--- src/rtl/adder_tree_seq_if.sv ---
`default_nettype none
// ============================================================================
// Module      : adder_tree_seq_if
// Description : Handshake and data bundle between the sequential adder-tree
//               accumulator and its job source, tree and result sink.
// Revision    : 1.0 - initial release
// ============================================================================
interface adder_tree_seq_if #(
    parameter int SUM_W = 44,
    parameter int ACC_W = 52,
    parameter int CNT_W = 8
);
    logic                    start;
    logic [CNT_W-1:0]        len_chunks;
    logic                    in_valid;
    logic                    in_ready;
    logic signed [SUM_W-1:0] tree_sum;
    logic                    busy;
    logic                    out_valid;
    logic                    out_ready;
    logic signed [ACC_W-1:0] out_sum;

    // Environment side: issues jobs, feeds chunks, consumes results
    modport master (
        output start, len_chunks, in_valid, tree_sum, out_ready,
        input  in_ready, busy, out_valid, out_sum
    );

    // Accumulator side
    modport slave (
        input  start, len_chunks, in_valid, tree_sum, out_ready,
        output in_ready, busy, out_valid, out_sum
    );
endinterface
`default_nettype wire

--- src/rtl/adder_tree_seq.sv ---
`default_nettype none
// ============================================================================
// Module      : adder_tree_seq
// Description : Sequences a multi-chunk reduction through an external
//               pipelined 16-input adder tree and accumulates the tree sums
//               into a single signed total.
// Revision    : 1.0 - initial release
// ============================================================================
module adder_tree_seq #(
    parameter int IL       = 4,
    parameter int FL       = 16,
    parameter int TREE_LAT = 4,
    parameter int CNT_W    = 8
) (
    input  wire logic          clk,
    input  wire logic          reset,
    adder_tree_seq_if.slave    bus
);
    localparam int SUM_W = 4 + (IL + FL) * 2;
    localparam int ACC_W = SUM_W + CNT_W;

    localparam logic [1:0] ST_IDLE  = 2'd0;
    localparam logic [1:0] ST_FEED  = 2'd1;
    localparam logic [1:0] ST_DRAIN = 2'd2;
    localparam logic [1:0] ST_DONE  = 2'd3;

    logic [1:0]              state;
    logic [CNT_W-1:0]        len_lat;
    logic [CNT_W-1:0]        chunk_cnt;
    logic [TREE_LAT-1:0]     vld_sr;
    logic signed [ACC_W-1:0] acc;

    logic                    start_take;
    logic                    beat;
    logic [CNT_W-1:0]        cnt_nxt;
    logic                    last_beat;
    logic signed [ACC_W-1:0] tree_ext;

    // Starts are only honoured in IDLE; beats only while feeding
    assign start_take = (state == ST_IDLE) && bus.start;
    assign beat       = (state == ST_FEED) && bus.in_valid;
    assign cnt_nxt    = chunk_cnt + CNT_W'(1);
    assign last_beat  = beat && (cnt_nxt == len_lat);
    assign tree_ext   = {{CNT_W{bus.tree_sum[SUM_W-1]}}, bus.tree_sum};

    assign bus.in_ready  = (state == ST_FEED);
    assign bus.busy      = (state != ST_IDLE);
    assign bus.out_valid = (state == ST_DONE);
    assign bus.out_sum   = acc;

    // Job control: IDLE -> FEED -> DRAIN -> DONE, or IDLE -> DONE for empty jobs
    always_ff @(posedge clk) begin
        if (reset) begin
            state <= ST_IDLE;
        end else begin
            case (state)
                ST_IDLE:  if (bus.start)
                              state <= (bus.len_chunks == '0) ? ST_DONE : ST_FEED;
                ST_FEED:  if (last_beat)       state <= ST_DRAIN;
                ST_DRAIN: if (vld_sr == '0)    state <= ST_DONE;
                ST_DONE:  if (bus.out_ready)   state <= ST_IDLE;
                default:                       state <= ST_IDLE;
            endcase
        end
    end

    // Job length capture and accepted-chunk counting
    always_ff @(posedge clk) begin
        if (reset) begin
            len_lat   <= '0;
            chunk_cnt <= '0;
        end else if (start_take) begin
            len_lat   <= bus.len_chunks;
            chunk_cnt <= '0;
        end else if (beat) begin
            chunk_cnt <= cnt_nxt;
        end
    end

    // Tracks which tree-output cycles carry a real chunk sum; mirrors tree latency
    always_ff @(posedge clk) begin
        if (reset) begin
            vld_sr <= '0;
        end else begin
            vld_sr <= (vld_sr << 1) | TREE_LAT'(beat);
        end
    end

    // Accumulate each tree sum as its marker leaves the tracking register
    always_ff @(posedge clk) begin
        if (reset) begin
            acc <= '0;
        end else if (start_take) begin
            acc <= '0;
        end else if (vld_sr[TREE_LAT-1]) begin
            acc <= acc + tree_ext;
        end
    end
endmodule
`default_nettype wire

--- src/flat_wrapper.sv ---
// flat-port wrapper written by rule: the top's interface ports become plain ports
module adder_tree_seq_flat 
#(
    parameter int IL       = 4,
    parameter int FL       = 16,
    parameter int TREE_LAT = 4,
    parameter int CNT_W    = 8
)
  (clk, reset, bus_start, bus_len_chunks, bus_in_valid, bus_tree_sum, bus_out_ready, bus_in_ready, bus_busy, bus_out_valid, bus_out_sum);
  adder_tree_seq_if #(.SUM_W((4 + (IL + FL) * 2)), .ACC_W(((4 + (IL + FL) * 2) + CNT_W)), .CNT_W(CNT_W)) bus_i ();
  input  wire logic clk;
  input  wire logic reset;
  input wire logic [$bits(bus_i.start)-1:0] bus_start;
  input wire logic [$bits(bus_i.len_chunks)-1:0] bus_len_chunks;
  input wire logic [$bits(bus_i.in_valid)-1:0] bus_in_valid;
  input wire logic [$bits(bus_i.tree_sum)-1:0] bus_tree_sum;
  input wire logic [$bits(bus_i.out_ready)-1:0] bus_out_ready;
  output wire logic [$bits(bus_i.in_ready)-1:0] bus_in_ready;
  output wire logic [$bits(bus_i.busy)-1:0] bus_busy;
  output wire logic [$bits(bus_i.out_valid)-1:0] bus_out_valid;
  output wire logic [$bits(bus_i.out_sum)-1:0] bus_out_sum;
  assign bus_i.start = bus_start;
  assign bus_i.len_chunks = bus_len_chunks;
  assign bus_i.in_valid = bus_in_valid;
  assign bus_i.tree_sum = bus_tree_sum;
  assign bus_i.out_ready = bus_out_ready;
  assign bus_in_ready = bus_i.in_ready;
  assign bus_busy = bus_i.busy;
  assign bus_out_valid = bus_i.out_valid;
  assign bus_out_sum = bus_i.out_sum;
  adder_tree_seq #(.IL(IL), .FL(FL), .TREE_LAT(TREE_LAT), .CNT_W(CNT_W)) u_core (.clk(clk), .reset(reset), .bus(bus_i));
endmodule
--- config.mk ---
export PLATFORM = sky130hd
export DESIGN_NAME = adder_tree_seq_flat
export DESIGN_NICKNAME = d
export VERILOG_FILES = /design/src/rtl/adder_tree_seq_if.sv /design/src/rtl/adder_tree_seq.sv /design/src/flat_wrapper.sv
export SDC_FILE = /design/constraint.sdc
export NUM_CORES = 1
export LEC_CHECK = 0
export CAP_MARGIN = 20
export CORE_UTILIZATION = 49
export CTS_BUF_LIST = sky130_fd_sc_hd__clkbuf_4 sky130_fd_sc_hd__clkbuf_8
export DETAILED_ROUTE_END_ITERATION = 10
export PLACE_DENSITY = 0.79
export SYNTH_ARGS = -nofsm -noshare
export SYNTH_HDL_FRONTEND = slang
export SYNTH_SLANG_ARGS = --single-unit
export TNS_END_PERCENT = 100
--- constraint.sdc ---
create_clock -name clk -period 2.84 [get_ports clk]
set_input_delay 0.284 -clock clk [delete_from_list [all_inputs] [get_ports clk]]
set_output_delay 0.284 -clock clk [all_outputs]
set_load 0.02 [all_outputs]
After elaboration in Yosys (flattened, before gate mapping)
Index checks and enable logic that the tools add are counted.

word-level totals
  flip-flop bits (word level) = 74
  bits of input ports = 57
  output and inout bits = 55
  logic and storage cells = 31

operators by class
  bitwise logic cells = 1
  eq/ne operators = 8
  add/sub/neg operators = 2
  reduce and logical (&&, ||, !) cells = 9
  muxes and demuxes = 6

operators by type and width
  cell                                                                      count
  52-bit by 44-bit adder with 52-bit output                                 1
  2-bit 2-to-1 mux                                                          5
  8-bit by 1-bit adder with 8-bit output (second input constant)            1
  8-bit == test                                                             1
  8-bit logical NOT                                                         1
  2-bit case mux with 4 select lines                                        1
  2-bit == test (second input constant)                                     2
  4-bit logical NOT                                                         1
  2-bit by 1-bit inequality test with 1-bit output (second input constant)  2
  2-bit inequality test (second input constant)                             2
  4-bit by 1-bit OR with 4-bit output                                       1
  4-bit AND reduction                                                       1
  1-bit logical AND                                                         3
  2-bit by 1-bit == test with 1-bit output (second input constant)          1
  2-bit logical NOT                                                         1
  2-bit nonzero test                                                        1
  2-bit OR reduction                                                        1

Longest topological paths before layout
  depth in word-level cells = 5
  gate-level depth with buffers = 11
  mapped depth without buffers = 11

Worst setup path after synthesis
OpenSTA, ideal clock, no wires.

  path kind = register to register
  start point = reg u_core.acc[0], in the netlist u_core.bus.out_sum[0]
  end point = reg u_core.acc[28], in the netlist u_core.bus.out_sum[28]
  clock period less this slack = 2924 ps
  setup time = 122 ps
  path buffers = 0
  setup slack = -84 ps
  cell stages (with the launch flop) = 12
  data required time = 2718 ps
  arrival = 2802 ps
  path through = dfxtp_1 ha_1 fa_1 a21o_1 a221o_1 nand3_1 a2111oi_0 o31ai_1 a22oi_1 a221oi_1 nor4_1 a311o_1

on the way
  word-level cells in the longest chain between the ends = 1

RTL lines
  what                                       RTL line              RTL
  start, declared                            adder_tree_seq.sv:31  logic signed [ACC_W-1:0] acc;
  start signal, assigned                     adder_tree_seq.sv:96  acc <= acc + tree_ext;
  52-bit by 44-bit adder with 52-bit output  adder_tree_seq.sv:96

No other way between the ends.
A chain may end at the register's enable or synchronous reset.

Worst setup path after layout
  start point = reg u_core.acc[0], in the netlist u_core.bus.out_sum[0]
  end point = reg u_core.acc[46], in the netlist u_core.bus.out_sum[46]

The elaborated chain is that of the path after synthesis.

==> results.json <==
{
  "numCtsBuffers": 9,
  "cp_data_arrival_time_ns": 3.18,
  "crit_required_ns": 3.12,
  "port_buffers": 111,
  "cts_htree_levels": 3,
  "synth_cell_types": 62,
  "dr.pass1.iters": 8,
  "fin_crit_sh_pct": 102,
  "final_cell_mix": "buf_4, clkdlybuf4s50_1, dfxtp_1, a21oi_1, nand2_1",
  "start_util_pct": 50.8,
  "die_area_um2": 12400,
  "hold_end": "u_core.bus.out_sum[0]",
  "finalClockSkew_ns": 0.0149,
  "synth_area_um2": 5850,
  "final_nets": 1083,
  "rrSetupSlack_ns": -0.06,
  "grt_usage_pct": 29.9,
  "die_y_um": 111,
  "syn_inst": 744,
  "synth_seq_cells": 74,
  "startpoint_type": "flop",
  "p_per_area_nw_per_um2": 328,
  "mostFrequentLayoutCell": "buf_4",
  "core_area_um2": 11500,
  "route.detailed.drc": 13,
  "gp_congestion": 0.949,
  "cpMaxStageDelayCell": "fa_2",
  "slew_violations": 0,
  "fin_crit_ns": 2.90,
  "status": "complete, but fails checks",
  "ys_top_cells_by_area": "dfxtp_1, ha_1, a21oi_1, mux2i_1, xor2_1",
  "clock-sinks": 74,
  "crit_buf_inv": 2,
  "cap_violations": 0,
  "yosysWarnings": 0,
  "crit-reg2reg-launch": "u_core.bus.out_sum[0]",
  "drt-total-wl_mm": 19.0,
  "via_per_inst": 5.88,
  "hold_start": "bus_tree_sum[0]",
  "syn_avg_cell_area_um2": 7.87,
  "setup_slack_ns": -0.0629,
  "yosys.area.top_type": "dfxtp_1",
  "final_layout_size_suffix_gt1_share_pct": 20.9,
  "clockRootBuffer": "clkbuf_8",
  "grt_pass1_vias": 6222,
  "grt_start_max_net_pins": 26,
  "die_w_um": 111,
  "antenna_found_initial": 0,
  "io_pins": 112,
  "violations": "design-rule violations, negative setup slack",
  "crit_family": "compound AO/OA/AOI/OAI gates",
  "synth_enable_flop_cells": 0,
  "synthDominantCellAreaShare_pct": 25.3,
  "synthFlopType": "dfxtp_1",
  "end_kind": "flop",
  "num_antenna_cells": 0,
  "drt_iter0_markers": 439,
  "hpwl_mm": 14.4,
  "rsz0062_at_grt": "yes",
  "hp-class": "input port to flop",
  "antenna_left": 0,
  "syn2layout_area_growth_pct": 45.3,
  "maxSlewHeadroom_pct": 59.3,
  "p_leak_uw": 0.00351,
  "clkTransAtPathRegs_ns": 0.08,
  "reg2reg_depth": 13,
  "hold_violations": 0,
  "hold_depth": 4,
  "wl_per_cell_um": 17.0,
  "setup_viol": 4,
  "crit_path_cell_trace": "ha_4 -> fa_2 -> a21o_1 -> a221o_1 -> buf_6 -> nand4_1 -> nand4b_1 -> and2_4 -> a211oi_2 -> buf_4 -> o21ai_2 -> xnor2_1 -> o21ai_1",
  "max_freq_mhz": 344,
  "tightest_slew_ns": 0.610,
  "cts_buffer_depth": 2,
  "critPathMaxStageDelay_ns": 0.37,
  "rr_endpoint": "u_core.bus.out_sum[46]",
  "yosysSeqAreaShare_pct": 25.3,
  "ys_async_sr_fraction_pct": 0,
  "clk_latency_ns": 0.38,
  "fin_total_pwr_uw": 2790,
  "critPathMaxFanout": 4,
  "ir_drop_v": 0.000339,
  "via_count": 6553,
  "postPlaceCellArea_um2": 7990,
  "overflow": 0,
  "grt_pass1_wl_mm": 29.9,
  "stdcell_area_um2": 8510,
  "synth_nets": 859,
  "tritoncts": "done",
  "num_rows": 39,
  "critPathKind": "flop to flop"
}
registers in the layout (all words and copies together) (netlist names):
register / flops
u_core.len_lat: 8
u_core.chunk_cnt: 8
u_core.state: 2
u_core.vld_sr: 4
u_core.bus.out_sum: 52
metrics by stage:
stage                     setup TNS, ns  setup slack [ns]  instances  utilization, %  hold slack [ns]
after floorplan                       0            0.0102        744               -            0.356
after global placement            -6.67            -0.482       1093            69.4            0.450
after detailed placement          -8.38            -0.580       1093            69.4            0.464
after CTS                      -0.00460          -0.00460       1109            71.5            0.478
after global routing             -0.945            -0.187       1115            73.9            0.413
final                            -0.205           -0.0629       1115            73.9            0.362
metal layers:
metal  part of all wire (%)  global-route usage, %
met5                      0                      0
met4                    2.5                   13.0
met3                    5.4                   4.16
met2                     47                   49.5
met1                     45                   38.8
logic make-up (layout without fill, tap and decap cells):
logic type / count (synthesis) / in the layout / synth area share, %
AND/OR/NAND/NOR: 246 / 246 / 20.3
multiplexers: 31 / 31 / 5.30
adder cells (fa/ha/maj): 58 / 58 / 12.5
flip-flops: 74 / 74 / 25.3
buffers and inverters: 50 / 278 / 3.53
AO/OA/AOI/OAI: 226 / 226 / 24.2
XOR/XNOR: 59 / 59 / 8.83
final cells by class:
type	count	area, µm²
Timing Repair Buffer	252	2180
Sequential cell	74	1480
Fill cell	883	3010
Clock buffer	12	153
Multi-Input combinational cell	620	4430
Inverter	11	41.3
Clock inverter	3	40.0
Tap cell	143	179
Yosys cell counts, types with 7 or more instances:
master and n:
dfxtp_1 74, ha_1 57, mux2i_1 31, nor3_1 13
nand2_1 66, xnor2_1 29, a211oi_1 15, xor2_1 30
and3_1 7, nand3_1 34, nand4_1 18, a31oi_1 8
inv_1 11, a21oi_1 74, or3_1 8, nand2b_1 8
o21bai_1 11, a21o_1 20, o211ai_1 9, o21ai_0 34
clkbuf_1 28, nor2_1 65, o21ai_1 18
worst min-delay path, cell delays in order:
cell            delay, ns
dlymetal6s2s_1       0.14
ha_4                 0.14
mux2i_1              0.06
nor2_1               0.08
worst max path at each step:
stage | start | to | slack (ns) | cells past startpoint
2_1_floorplan | u_core.bus.out_sum[0] | u_core.bus.out_sum[28] | 0.01 | 11
3_3_place_gp | bus_tree_sum[22] | u_core.bus.out_sum[44] | -0.48 | 13
3_5_place_dp | bus_tree_sum[0] | u_core.bus.out_sum[28] | -0.58 | 12
4_1_cts | u_core.bus.out_sum[0] | u_core.bus.out_sum[28] | -0.005 | 11
5_1_grt | u_core.bus.out_sum[0] | u_core.bus.out_sum[46] | -0.19 | 13
6_report | u_core.bus.out_sum[0] | u_core.bus.out_sum[46] | -0.06 | 13
what timing repair did:
action / in CTS / in global routing
cloned: 0 / 0
setup buffers: 1 / 6
pin swaps: 5 / 30
endpoints found under the setup margin: 8 / 22
resized for setup: 9 / 41
hold buffers: 0 / 0
where the power goes:
group          total (µW)  internal (µW)  switching, µW
Sequential           1120           1080           38.4
Combinational         802            360            442
Clock                 872            442            429
Total                2790           1880            910
(Power assumes the default switching activity.)
